File: config.mk
export PLATFORM = sky130hd
export DESIGN_NAME = mac_accumulator
export DESIGN_NICKNAME = d
export VERILOG_FILES = /design/src/rtl/mac_pkg.sv /design/src/rtl/acc_out_clamp.sv /design/src/rtl/mac_accumulator.sv
export SDC_FILE = /design/constraint.sdc
export NUM_CORES = 1
export LEC_CHECK = 0
export BUFFER_PORTS_ARGS = -buffer_cell sky130_fd_sc_hd__buf_4
export CAP_MARGIN = 20
export CORE_ASPECT_RATIO = 1.1
export CORE_MARGIN = 3
export CORE_UTILIZATION = 47
export DETAILED_ROUTE_END_ITERATION = 10
export PLACE_DENSITY = 0.65
export SLEW_MARGIN = 20
export SYNTH_ARGS = -nofsm -noshare
export SYNTH_HDL_FRONTEND = slang
export SYNTH_HIERARCHICAL = 1
export SYNTH_SLANG_ARGS = --single-unit
File: constraint.sdc
create_clock -name clk -period 5.85 [get_ports clk]
set_clock_uncertainty 0.1 [all_clocks]
set_input_delay 0.585 -clock clk [delete_from_list [all_inputs] [get_ports clk]]
set_output_delay 0.585 -clock clk [all_outputs]
set_load 0.1 [all_outputs]
File: src/rtl/mac_pkg.sv
// Shared types and default widths for the MAC accumulator slice.
// The state encoding lives here so the top level and any bench share one definition.
package mac_pkg;

    localparam int DEF_IN_WIDTH  = 32;
    localparam int DEF_ACC_WIDTH = 48;
    localparam int DEF_OUT_WIDTH = 16;
    localparam int DEF_CNT_WIDTH = 8;

    typedef enum logic [1:0] {
        IDLE  = 2'd0,
        ACCUM = 2'd1,
        DONE  = 2'd2
    } state_t;

endpackage

File: src/rtl/acc_out_clamp.sv
// Combinational output stage: narrows the accumulator to the result width.
// Build option MAC_ACCUMULATOR_SATURATE_EN selects clamping; otherwise the low bits wrap.
module acc_out_clamp
    import mac_pkg::*;
#(
    parameter int ACC_WIDTH = DEF_ACC_WIDTH,
    parameter int OUT_WIDTH = DEF_OUT_WIDTH
) (
    input  logic signed [ACC_WIDTH-1:0] acc,
    output logic signed [OUT_WIDTH-1:0] out_data
);

`ifdef MAC_ACCUMULATOR_SATURATE_EN
    localparam logic signed [OUT_WIDTH-1:0] OUT_MAX = {1'b0, {(OUT_WIDTH-1){1'b1}}};
    localparam logic signed [OUT_WIDTH-1:0] OUT_MIN = {1'b1, {(OUT_WIDTH-1){1'b0}}};
    // Sign-extend the output limits so the compare is done at accumulator width.
    localparam logic signed [ACC_WIDTH-1:0] ACC_MAX = ACC_WIDTH'(OUT_MAX);
    localparam logic signed [ACC_WIDTH-1:0] ACC_MIN = ACC_WIDTH'(OUT_MIN);

    always_comb begin
        if (acc > ACC_MAX) begin
            out_data = OUT_MAX;
        end else if (acc < ACC_MIN) begin
            out_data = OUT_MIN;
        end else begin
            out_data = acc[OUT_WIDTH-1:0];
        end
    end
`else
    // The upper accumulator bits are intentionally dropped in the wrapping build.
    logic unused_acc_bits;
    assign unused_acc_bits = ^acc;
    assign out_data        = acc[OUT_WIDTH-1:0];
`endif

endmodule

File: src/rtl/mac_accumulator.sv
// Sums num_terms signed products into one result behind valid/ready handshakes.
// Output narrowing (wrap or MAC_ACCUMULATOR_SATURATE_EN clamp) is done in acc_out_clamp.
module mac_accumulator
    import mac_pkg::*;
#(
    parameter int IN_WIDTH  = DEF_IN_WIDTH,
    parameter int ACC_WIDTH = DEF_ACC_WIDTH,
    parameter int OUT_WIDTH = DEF_OUT_WIDTH,
    parameter int CNT_WIDTH = DEF_CNT_WIDTH
) (
    input  logic                        clk,
    input  logic                        rst,
    input  logic        [CNT_WIDTH-1:0] num_terms,
    input  logic                        prod_valid,
    output logic                        prod_ready,
    input  logic signed [IN_WIDTH-1:0]  prod_data,
    output logic                        out_valid,
    input  logic                        out_ready,
    output logic signed [OUT_WIDTH-1:0] out_data,
    output logic                        busy
);

    localparam logic [CNT_WIDTH-1:0] CNT_ONE = CNT_WIDTH'(1);

    state_t                      state, state_nx;
    logic signed [ACC_WIDTH-1:0] acc, acc_nx;
    logic        [CNT_WIDTH-1:0] cnt, cnt_nx;
    logic        [CNT_WIDTH-1:0] n, n_nx;
    logic signed [ACC_WIDTH-1:0] prod_ext;

    assign prod_ext = ACC_WIDTH'(prod_data);

    always_comb begin
        // NOTE: every output of this block gets a default first, so no path leaves one unassigned (no latch).
        state_nx   = state;
        acc_nx     = acc;
        cnt_nx     = cnt;
        n_nx       = n;
        prod_ready = 1'b0;
        out_valid  = 1'b0;

        case (state)
            IDLE: begin
                prod_ready = 1'b1;
                if (prod_valid) begin
                    acc_nx   = prod_ext;
                    cnt_nx   = CNT_ONE;
                    n_nx     = num_terms;
                    // A count of zero behaves as a single-term result.
                    state_nx = (num_terms <= CNT_ONE) ? DONE : ACCUM;
                end
            end
            ACCUM: begin
                prod_ready = 1'b1;
                if (prod_valid) begin
                    acc_nx = acc + prod_ext;
                    cnt_nx = cnt + CNT_ONE;
                    if (cnt_nx == n) begin
                        state_nx = DONE;
                    end
                end
            end
            DONE: begin
                out_valid = 1'b1;
                if (out_ready) begin
                    state_nx = IDLE;
                end
            end
            default: state_nx = IDLE;
        endcase
    end

    assign busy = (state != IDLE);

    always_ff @(posedge clk) begin
        // NOTE: state registers use non-blocking assignments so all of them update together at the edge.
        if (rst) begin
            state <= IDLE;
            acc   <= '0;
            cnt   <= '0;
            n     <= '0;
        end else begin
            state <= state_nx;
            acc   <= acc_nx;
            cnt   <= cnt_nx;
            n     <= n_nx;
        end
    end

    acc_out_clamp #(
        .ACC_WIDTH (ACC_WIDTH),
        .OUT_WIDTH (OUT_WIDTH)
    ) u_clamp (
        .acc      (acc),
        .out_data (out_data)
    );

endmodule

==> flow_results.org, run 1 <==
** Route
- First-pass DRT Iterations :: 4
- The routed design has between 5000 and 6000 um of wire.
- DRC :: 0
- Violation count after the first detailed-route iteration :: 74
- The detail route stage leaves a number of antenna-violating nets equal to 0.
- Dividing the detail-routed wire length by the instance count gives about 14 um.
- Via Count :: 2264
- Detail-routed via count per cell :: 5.40

** CTS
- Counting along the longest clock path gives a buffer depth of 2.
- In this run the post-CTS setup repair buffer count came out at 0.
- Number of clock buffers inserted by TritonCTS :: 5
- TritonCTS clock tree :: built
- For the worst-skew pair, the clock arrives at the later sink with an insertion delay of between 200 and 300 ps.
- Total of hold buffers inserted after clock tree synthesis :: 0
- Library cell used as clock root buffer :: clkbuf_8
- Clock net sink count :: 34
- Worst-path clk slew :: 70 ps
- In this run the number of H-tree levels came out at 2.
- In this run, post-CTS repair resized a total of 0 instances.

** Synth
- The mapped netlist covers 2510 um^2.
- Dividing the synthesized area by the synthesized cell count gives ~7.4 um^2.
- Gate count after technology mapping :: 340
- The number of nets handed over by synthesis was 402.
- During synthesis, Yosys emitted a total of 6 warnings.

** Critical path
- The setup check on the worst reg-to-reg path leaves a slack of 3240 ps.
- Required time of the worst setup path :: 5960 ps
- Along the worst path, the maximum fanout reaches 4.
- Endpoint arrival time on the critical path :: roughly 2800 ps
- The setup path with the least slack is of type input port to flip-flop.
- Worst Setup Start Kind :: input port
- STA classifies the critical path endpoint as a flip-flop.

** Timing
- Measured against its own limit, the worst slew margin works out to 32.6%.
- For this run, the top clock speed supported by timing is 369 MHz.
- Setup repair after global routing left no endpoint under its margin.
- Share of the clock period used by the worst path :: 46.3%
- Fin crit period :: 2710 ps
- For the pin with the worst max-slew slack, the measured transition is 1010 ps.
- Adding up every negative setup slack in the final design gives 0 ps.
- Setup-violating endpoint count in the final report :: 0
- The hold violation total from the final report was 0.
- Final-report max-slew violation count :: 0

** Cells and area
- The multi-input combinational cells in the finished layout cover a total of 1550 um^2.
- Leaving out fill and tap cells, the most frequent cell in the layout is nand2_1.
- Number of fill cells :: 500
- Relative to the synthesized area, the layout overhead comes to 11.1%.
- After routing the design area is around 2800 um^2.
- The library cells used most frequently in the layout, excluding fill and tap cells, are 60 x nand2_1, 47 x buf_4, 34 x dfxtp_1.
- Across the whole layout, storage elements account for 681 um^2.
- The final layout contains 409 nets.
- Of the cells placed in the final design, the portion with a size suffix greater than 1 is between 10% and 20%.
- The repair_antennas step left the layout with diodes totalling 0.

** Floorplan
- The die covers ~6300 um^2.
- Initial cell density of the core :: between 40 and 50%
- Top-level I/O count :: 63
- The region available for standard cell placement spans between 5000 and 6000 um^2.
- Height of the chip :: approximately 83 um
- The initialized floorplan defines 27 standard-cell rows.
- Horizontal die dimension :: 75.7 um

** Hold path
- Type of the tightest min-delay check :: flip-flop to flip-flop

** GRT
- The initial antenna violation count was 0.
- Combined global-route utilization of all metal layers :: 19.6%
- Vias in the first global route :: 2130
- Total overflow reported by the global router :: 0
- First-pass GRT wire length :: 9590 um
- Entering global routing, the biggest net connects 35 pins.

** Placed design
- Post-detail-place hpwl :: 4080 um
- The count of buffers added on input and output ports is 46.
- After detailed placement, the total cell area comes to 2710 um^2.
- The congestion estimate from routability-driven global placement came to 0.861.

** Power and ir drop
- Power spread over the standard cell area amounts to 269 nW/um^2.
- VDD sags by at most approximately 0.11 mV.
- Overall power :: 0.000752 W
- Static leakage :: 1.21 nW

** Run status
- The flow ran to the end, and the final reports show no timing, DRC or antenna violations.

** Job
- The tool flagged a number of max-cap violations equal to 0.
where the power goes:
part,internal (W),switching (W)
clock,0.0000799,0.0000863
sequential,0.000250,0.0000174
combinational,0.000101,0.000217
total,0.000431,0.000321
state kept, by name, indices dropped and copies added, names as in the netlist:
name	flops
acc	16
cnt	8
n	8
state	2
worst paths after layout:
| check | start | end | depth (start not counted) |
|---|---|---|---|
| max | prod_data[0] | acc[12] | 13 |
| min | n[7] | n[7] | 2 |
| max reg2reg | acc[0] | acc[12] | 12 |
| min reg2reg | n[7] | n[7] | 2 |
stage by stage:
step | setup WS, ps | cells | utilization, % | hold WS [ps]
final | 3140 | 419 | 54.7 | 376
after global routing | 2910 | 419 | 54.7 | 393
after CTS | 3130 | 419 | 54.7 | 376
after detailed placement | 2850 | 412 | 53.2 | 365
after global placement | 2870 | 412 | 53.2 | 359
after floorplan | 2950 | 340 | - | 348
critical path: stages:
cell and delay, ps:
buf_4 110, ha_1 200, inv_1 70, fa_1 180, nor2b_1 70, o31a_1 290
o31ai_1 410, o21bai_1 140, a21oi_1 240, o21ai_0 130, xor2_1 140, nand2_1 60
a31oi_1 190
area by class of cell:
cell class | instances | area share [%]
clock buffers | 5 | 2.47
clock inverters | 2 | 0.359
inverters | 11 | 1.48
multi-input cells | 248 | 55.4
flip-flops and latches | 34 | 24.4
well taps | 72 | 3.23
repair buffers | 47 | 12.6
metal layers:
| layer | vias up | share of wire, % | track usage, % | wire [um] |
|---|---|---|---|---|
| met1 | 1061 | 45 | 23.6 | 2550 |
| met2 | 35 | 51 | 35.5 | 2880 |
| li1 | 1162 | - | - | - |
| met5 | - | 0 | 0 | 0 |
| met3 | 6 | 3.6 | 3.75 | 203 |
| met4 | 0 | 1.0 | 4.20 | 58 |
Note: power is estimated with default switching activity, not from simulation.
==> inputs of run 2 (changes only) <==
--- a/config.mk
+++ b/config.mk
@@ -5,13 +5,14 @@
 export SDC_FILE = /design/constraint.sdc
 export NUM_CORES = 1
 export LEC_CHECK = 0
+export ABC_AREA = 1
 export BUFFER_PORTS_ARGS = -buffer_cell sky130_fd_sc_hd__buf_4
 export CAP_MARGIN = 20
 export CORE_ASPECT_RATIO = 1.1
 export CORE_MARGIN = 3
 export CORE_UTILIZATION = 47
 export DETAILED_ROUTE_END_ITERATION = 10
-export PLACE_DENSITY = 0.65
+export PLACE_DENSITY = 0.67
 export SLEW_MARGIN = 20
 export SYNTH_ARGS = -nofsm -noshare
 export SYNTH_HDL_FRONTEND = slang
==> constraint.sdc (replaced) <==
create_clock -name clk -period 2.2 [get_ports clk]
set_clock_uncertainty 0.1 [all_clocks]
set_input_delay 0.22 -clock clk [delete_from_list [all_inputs] [get_ports clk]]
set_output_delay 0.22 -clock clk [all_outputs]
set_load 0.1 [all_outputs]
==> flow_results.org, run 2 <==
** Run status
- Result of the run :: finished, final reports clean

** Timing
- The number of max-slew violations in the final report came to 0 (unchanged).
- Slew margin rel. :: 79.4% (+47 points)
- Fin crit period :: 2000 ps
- Final Hold Violating Endpoints :: 0 (unchanged)
- The worst path uses approximately nine tenths of the clock period.
- Final setup TNS :: 0 ps (unchanged)
- The count of final setup violators was 0 (unchanged).
- The transition time at the pin with the least slew margin is 308 ps (-700 ps).
- Achievable Freq :: 499 MHz

** Floorplan
- The die span in x was 80.1 um (+5.8%).
- Core area :: 5810 um^2 (+14%)
- Core Rows :: 29 (+7.4%)
- Initial cell density of the core :: 48.9% (-0.35 points)
- Height of the chip :: 87.5 um (+5.8%)
- The floorplan die area was 7010 um^2 (+12%).
- Top-level I/O count :: 63 (unchanged)

** Cells and area
- Flip-flop count of the largest register after layout :: 16 (unchanged)
- Number of nets in the finished design :: 540 (+32%)
- Non-Filler Cell Area, Final :: 3240 um^2 (+16%)
- The largest registers in the layout are acc (16), cnt (8), n (8).
- Number of fill cells :: 581 (+16%)
- Layout overhead on the synthesized area :: 14.1%
- More flip-flops sit in one register than any other, and that register is acc.
- Leaving out fill and tap cells, the most frequent cells in the layout are 128 x nand2_1, 63 x inv_1, 52 x buf_4.
- The library cell used most frequently in the layout, excluding fill and tap cells, is nand2_1.
- The layout cell share with drive strength beyond 1 came to 21.9% (+3.5 points).
- Antenna diode count :: 0 (unchanged)

** Critical path
- The required time at the worst-slack endpoint is 2300 ps (-3660 ps).
- The worst path arrival time is 2100 ps (-720 ps).
- The maximum fanout along the worst path came to 4 (unchanged).
- Register-to-register setup slack :: 200 ps (-3040 ps)
- Reg-to-Reg Start :: acc[2]
- Crit path capture type :: flip-flop
- Worst reg2reg path endpoint :: acc[13]
- The logic depth of the worst register-to-register path is 11 (-1).
- Start-to-end type of the worst setup path :: flip-flop to flip-flop
- Worst Setup Start Kind :: flip-flop

** Hold path
- Startpoint of the lowest-slack hold path :: num_terms[0]
- For hold timing, the worst endpoint is n[0].
- The worst hold path belongs to the class input port to flip-flop.
- The count of cells along the worst hold path came to 3 (+1).

** GRT
- Initial antenna violation count :: 0 (unchanged)
- Total overflow reported by the global router :: 0 (unchanged)
- First-pass GRT wire length :: 10800 um (+13%)
- Pin count of the biggest net entering global routing :: 23 (-34%)
- Vias in the first global route :: 2549 (+20%)
- The total track usage was 19.5% (-0.11 points).

** CTS
- The clock sink count was 34 (unchanged).
- Later-pin clock latency in the skew report :: 300 ps (+20 ps)
- Number of clock buffers inserted by TritonCTS :: 5 (unchanged)
- The clock transition at the registers of the reported paths is 80 ps (about the same).
- Number of H-tree levels :: 2 (unchanged)
- The root buffer cell chosen for the clock tree is clkbuf_8.
- TritonCTS built the clock tree.
- Maximum count of clock buffers along a single path :: 2 (unchanged)
- The number of buffers inserted for hold repair after clock tree synthesis is 0 (unchanged).

** Route
- The first-pass detailed-route iteration total was 4 (unchanged).
- Post-route ant nets :: 0 (unchanged)
- The ratio of routed vias to standard cells is 4.90 (-9.4%).
- The residual DRC count is 0 (unchanged).
- Wirelength per Cell :: 11.4 um (-16%)
- The number of DRC markers in iteration 0 was 73 (-1.4%).
- Post-detailed-routing wire length :: 6330 um (+11%)
- The total number of vias came to 2723 (+20%).

** Placed design
- Post-detail-place hpwl :: 4990 um (+23%)
- Number of port buffers :: 46 (unchanged)
- The final estimated routing congestion in global placement is 0.868 (+0.81%).
- Cell area reported after detailed placement :: 3120 um^2 (+15%)

** Job
- Max Cap Viol :: 0 (unchanged)

** Synth
- The number of nets produced by synthesis was 516 (+28%).
- The average cell area after synthesis was 6.25 um^2 (-15%).
- Number of warning messages in the yosys log :: 6 (unchanged)
- The count of mapped cells out of synthesis came to 454 (+34%).
- The cell area after technology mapping was 2840 um^2 (+13%).

** Power and ir drop
- Overall power :: 0.00266 W (+250%)
- The cell leakage power came to 1.67 nW (+38%).
- The power density over the cells came to 821 nW/um^2 (+200%).
- Peak supply drop :: 0.383 mV (+240%)
-- run 2: where the power goes --
part,internal (W),switching [W],leakage (nW)
combinational,0.000419,0.000985,1.34
sequential,0.000697,0.0000614,0.281
clock,0.000253,0.000246,0.0482
-- run 2: layout make-up --
| cell class | instances | area [um^2] | share of cell area (%) |
|---|---|---|---|
| multi-input combinational | 312 | 1690 | 52.2 |
| sequential | 34 | 682 | 21.0 |
| timing repair buffer | 53 | 410 | 12.7 |
| inverter | 72 | 270 | 8.34 |
| tap | 77 | 96.3 | 2.97 |
| clock buffer | 7 | 86.3 | 2.66 |
| clock inverter | 1 | 5.00 | 0.154 |
-- run 2: layer usage --
metal  up-vias  global-route usage [%]  routed length, um
met1      1228                    21.9               2760
met2        29                    35.7               3270
met3        12                    4.35                168
li1       1454                       -                  -
met4         0                    6.91                130
met5         -                       0                  0
-- run 2: per-stage QoR --
stage	utilization [%]	setup WS (ps)	hold WS, ps	cells
finish	55.8	196	41.4	556
CTS	55.3	87.9	41.2	554
floorplan	-	86.9	255	454
global route	55.8	-1.30	62.4	556
global placement	53.7	122	342	546
detailed placement	53.7	94.4	350	546
-- run 2: timing repair --
item | 4_1_cts | 5_1_grt
hold endpoints to repair | 0 | 0
setup endpoints to repair | 0 | 2
gates resized for setup | 0 | 7
setup buffers | 0 | 2
-- run 2: how the worst max path moves through the flow --
stage             start        to  slack, ps  cells after the start
5_1_grt          acc[3]   acc[14]         -1                     14
2_1_floorplan  state[1]  state[0]         90                      7
3_5_place_dp     acc[0]   acc[14]         90                     15
6_report         acc[2]   acc[13]        200                     11
4_1_cts          acc[0]   acc[14]         90                     15
3_3_place_gp     acc[0]   acc[14]        120                     15
-- run 2: worst max-delay path, stage by stage, from the launching register on --
cell      delay [ps]
dfxtp_1          330
ha_1             330
or2_1            250
nand3_1           90
nand2_1          100
nand2_1           90
nand2_2           60
or2_2            270
nand3_1           60
nand3_1           60
o211ai_1          90
inv_1             60
==> inputs of run 3 (changes only) <==
--- a/config.mk
+++ b/config.mk
@@ -10,9 +10,9 @@
 export CAP_MARGIN = 20
 export CORE_ASPECT_RATIO = 1.1
 export CORE_MARGIN = 3
-export CORE_UTILIZATION = 47
+export CORE_UTILIZATION = 25
 export DETAILED_ROUTE_END_ITERATION = 10
-export PLACE_DENSITY = 0.67
+export PLACE_DENSITY = 0.4
 export SLEW_MARGIN = 20
 export SYNTH_ARGS = -nofsm -noshare
 export SYNTH_HDL_FRONTEND = slang
==> flow_results.org, run 3 (synthesized netlist as in run 2, its figures left out) <==
** Job
- Max Cap Viol :: 0 (unchanged)

** CTS
- Clock net sink count :: 34 (unchanged)
- Library cell used as clock root buffer :: clkbuf_16
- TritonCTS built the clock tree.
- The largest buffer count on any clock path is 2 (unchanged).
- The number of buffers inserted for hold repair after clock tree synthesis was 0 (unchanged).
- The number of H-tree levels came to 2 (unchanged).
- The clock transition at the registers of the reported paths was 60 ps (-20 ps).
- Later-pin clock latency in the skew report :: 280 ps (-20 ps)
- Number of clock buffers inserted by TritonCTS :: 5 (unchanged)

** Timing
- The hold violation total from the final report was 0 (unchanged).
- The count of final setup violators is 0 (unchanged).
- Worst-case hold slack :: 75.2 ps (+33.8 ps)
- The final worst-path cycle share is 91.3% (+0.25 points).
- Setup repair after global routing left no endpoint under its margin.
- Achievable Freq :: 498 MHz (-0.28%)
- The number of max-slew violations in the final report is 0 (unchanged).
- The remaining max-slew budget at the tightest pin is 76.2% (-3.2 points).
- Final setup TNS :: 0 ps (unchanged)
- Fin crit period :: 2010 ps (+5.57 ps)
- Transition at the pin with the smallest max-transition slack :: 357 ps (+48.5 ps)

** Cells and area
- Largest registers :: acc (16), cnt (8), n (8)
- Most frequent cells in the layout :: 129 x nand2_1, 63 x inv_1, 58 x buf_4
- Non-Filler Cell Area, Final :: 3420 um^2 (+5.6%)
- The library cell used most frequently in the layout, excluding fill and tap cells, is nand2_1.
- Number of nets in the finished design :: 545 (+0.93%)
- The flip-flop count of the largest register, all copies and words added was 16 (unchanged).
- Ranked by flip-flop count, first place goes to acc.
- Proportion of layout cells with a drive suffix above 1 :: 22.5% (+0.60 points)
- The area growth from synthesis to layout is 20.6%.
- Antenna diode count :: 0 (unchanged)
- The final instance count without filler cells is 631 (+13%).

** Route
- Post-route ant nets :: 0 (unchanged)
- The residual DRC count was 0 (unchanged).
- Post-detailed-routing wire length :: 7410 um (+17%)
- The final routed wire length divided by cell count was 11.7 um (+3.1%).
- Violation count after the first detailed-route iteration :: 69 (-5.5%)
- Via Count :: 2689 (-1.2%)
- The first-pass detailed-route iteration total was 4 (unchanged).
- The ratio of routed vias to standard cells is 4.26 (-13%).

** Critical path
- The worst register-to-register path ends at acc[14].
- Worst Setup Start Kind :: flip-flop
- The worst setup slack for register-to-register paths was 190 ps (about the same).
- Largest fanout on the critical path :: 3 (-1)
- Required time of the worst setup path :: 2270 ps (-30 ps)
- Reg-to-Reg Start :: acc[0]
- The logic depth of the worst register-to-register path was 15 (+4).
- The worst setup path is captured at a flip-flop.
- Tracing the worst setup path back leads to its startpoint at acc[0].
- Start-to-end type of the worst setup path :: flip-flop to flip-flop
- Endpoint arrival time on the critical path :: 2080 ps (-20 ps)

** Floorplan
- Core Rows :: 40 (+38%)
- Core area :: 11000 um^2 (+90%)
- The initial core utilization came to 25.8% (-23 points).
- Top-level I/O count :: 63 (unchanged)
- Horizontal die dimension :: 108 um (+34%)
- The floorplan die area came to 12700 um^2 (+81%).
- The chip height was 118 um (+35%).

** GRT
- The total track usage came to 12.4% (-7.1 points).
- Initial antenna violation count :: 0 (unchanged)
- The total congestion overflow is 0 (unchanged).
- First-pass GRT wire length :: 12800 um (+18%)
- The pin count of the biggest net entering global routing was 23 (unchanged).
- Vias in the first global route :: 2695 (+5.7%)

** Placed design
- Number of port buffers :: 46 (unchanged)
- The final estimated routing congestion in global placement came to 0.798 (-8.1%).
- Cell count after placement :: 621 (+14%)
- Post-detail-place hpwl :: 5950 um (+19%)
- Cell area reported after detailed placement :: 3230 um^2 (+3.6%)

** Power and ir drop
- Peak supply drop :: 0.368 mV (-3.8%)
- The cell leakage power was 1.72 nW (+3.4%).
- The power density over the cells was 866 nW/um^2 (+5.5%).

** Run status
- The run finished with clean final reports.

** Hold path
- The worst hold path terminates at n[2].
- Startpoint of the lowest-slack hold path :: num_terms[2]
- The count of cells along the worst hold path was 3 (unchanged).
- The path class of the tightest hold or removal check is input port to flip-flop.
run 3: timing repair:
| action | in CTS | in global routing |
|---|---|---|
| hold endpoints to repair | 0 | 0 |
| setup buffers | 0 | 2 |
| gates resized for setup | 0 | 5 |
| endpoints found under the setup margin | 0 | 2 |
run 3: final cells by class:
type	count	area (um^2)
Timing Repair Buffer	58	435
Tap cell	147	184
Sequential cell	34	682
Clock buffer	8	166
Multi-Input combinational cell	312	1690
Inverter	72	270
Fill cell	1264	7590
run 3: stage by stage:
stage / power [W] / setup slack, ps / util [%]
6_report: 0.00297 / 191 / 31.1
3_3_place_gp: 0.00220 / 98.1 / 29.3
2_1_floorplan: 0.00195 / 86.9 / -
4_1_cts: 0.00301 / 45.2 / 30.9
5_1_grt: 0.00318 / 2.26 / 31.1
3_5_place_dp: 0.00220 / 66.3 / 29.3
run 3: worst max-delay path, stage by stage (launching register included):
cell	delay [ps]
dfxtp_2	330
ha_2	170
inv_1	60
fa_2	390
inv_1	80
nand3_1	80
nand2_2	90
nand2_1	60
nand2_2	80
nand2_1	70
nand2_2	70
nand2_1	50
nand3_1	80
nand3_1	60
o211ai_1	80
inv_1	50
run 3: metal layers:
| metal | wire length [um] | vias up | track usage [%] |
|---|---|---|---|
| met1 | 3260 | 1190 | 14.5 |
| met2 | 3820 | 30 | 22.6 |
| met5 | 0 | - | 0 |
| li1 | - | 1463 | - |
| met3 | 243 | 6 | 2.47 |
| met4 | 91 | 0 | 3.47 |
run 3: worst max-delay path by stage:
stage / slack (ps) / cells past startpoint / end
4_1_cts: 50 / 15 / acc[14]
6_report: 190 / 15 / acc[14]
3_3_place_gp: 100 / 15 / acc[14]
5_1_grt: 2 / 15 / acc[14]
3_5_place_dp: 70 / 15 / acc[14]
2_1_floorplan: 90 / 7 / state[0]
run 3: power breakdown:
group / internal, W / total [W] / switching [W]
sequential: 0.000698 / 0.000762 / 0.0000645
combinational: 0.000426 / 0.00143 / 0.00100
clock: 0.000513 / 0.000778 / 0.000265
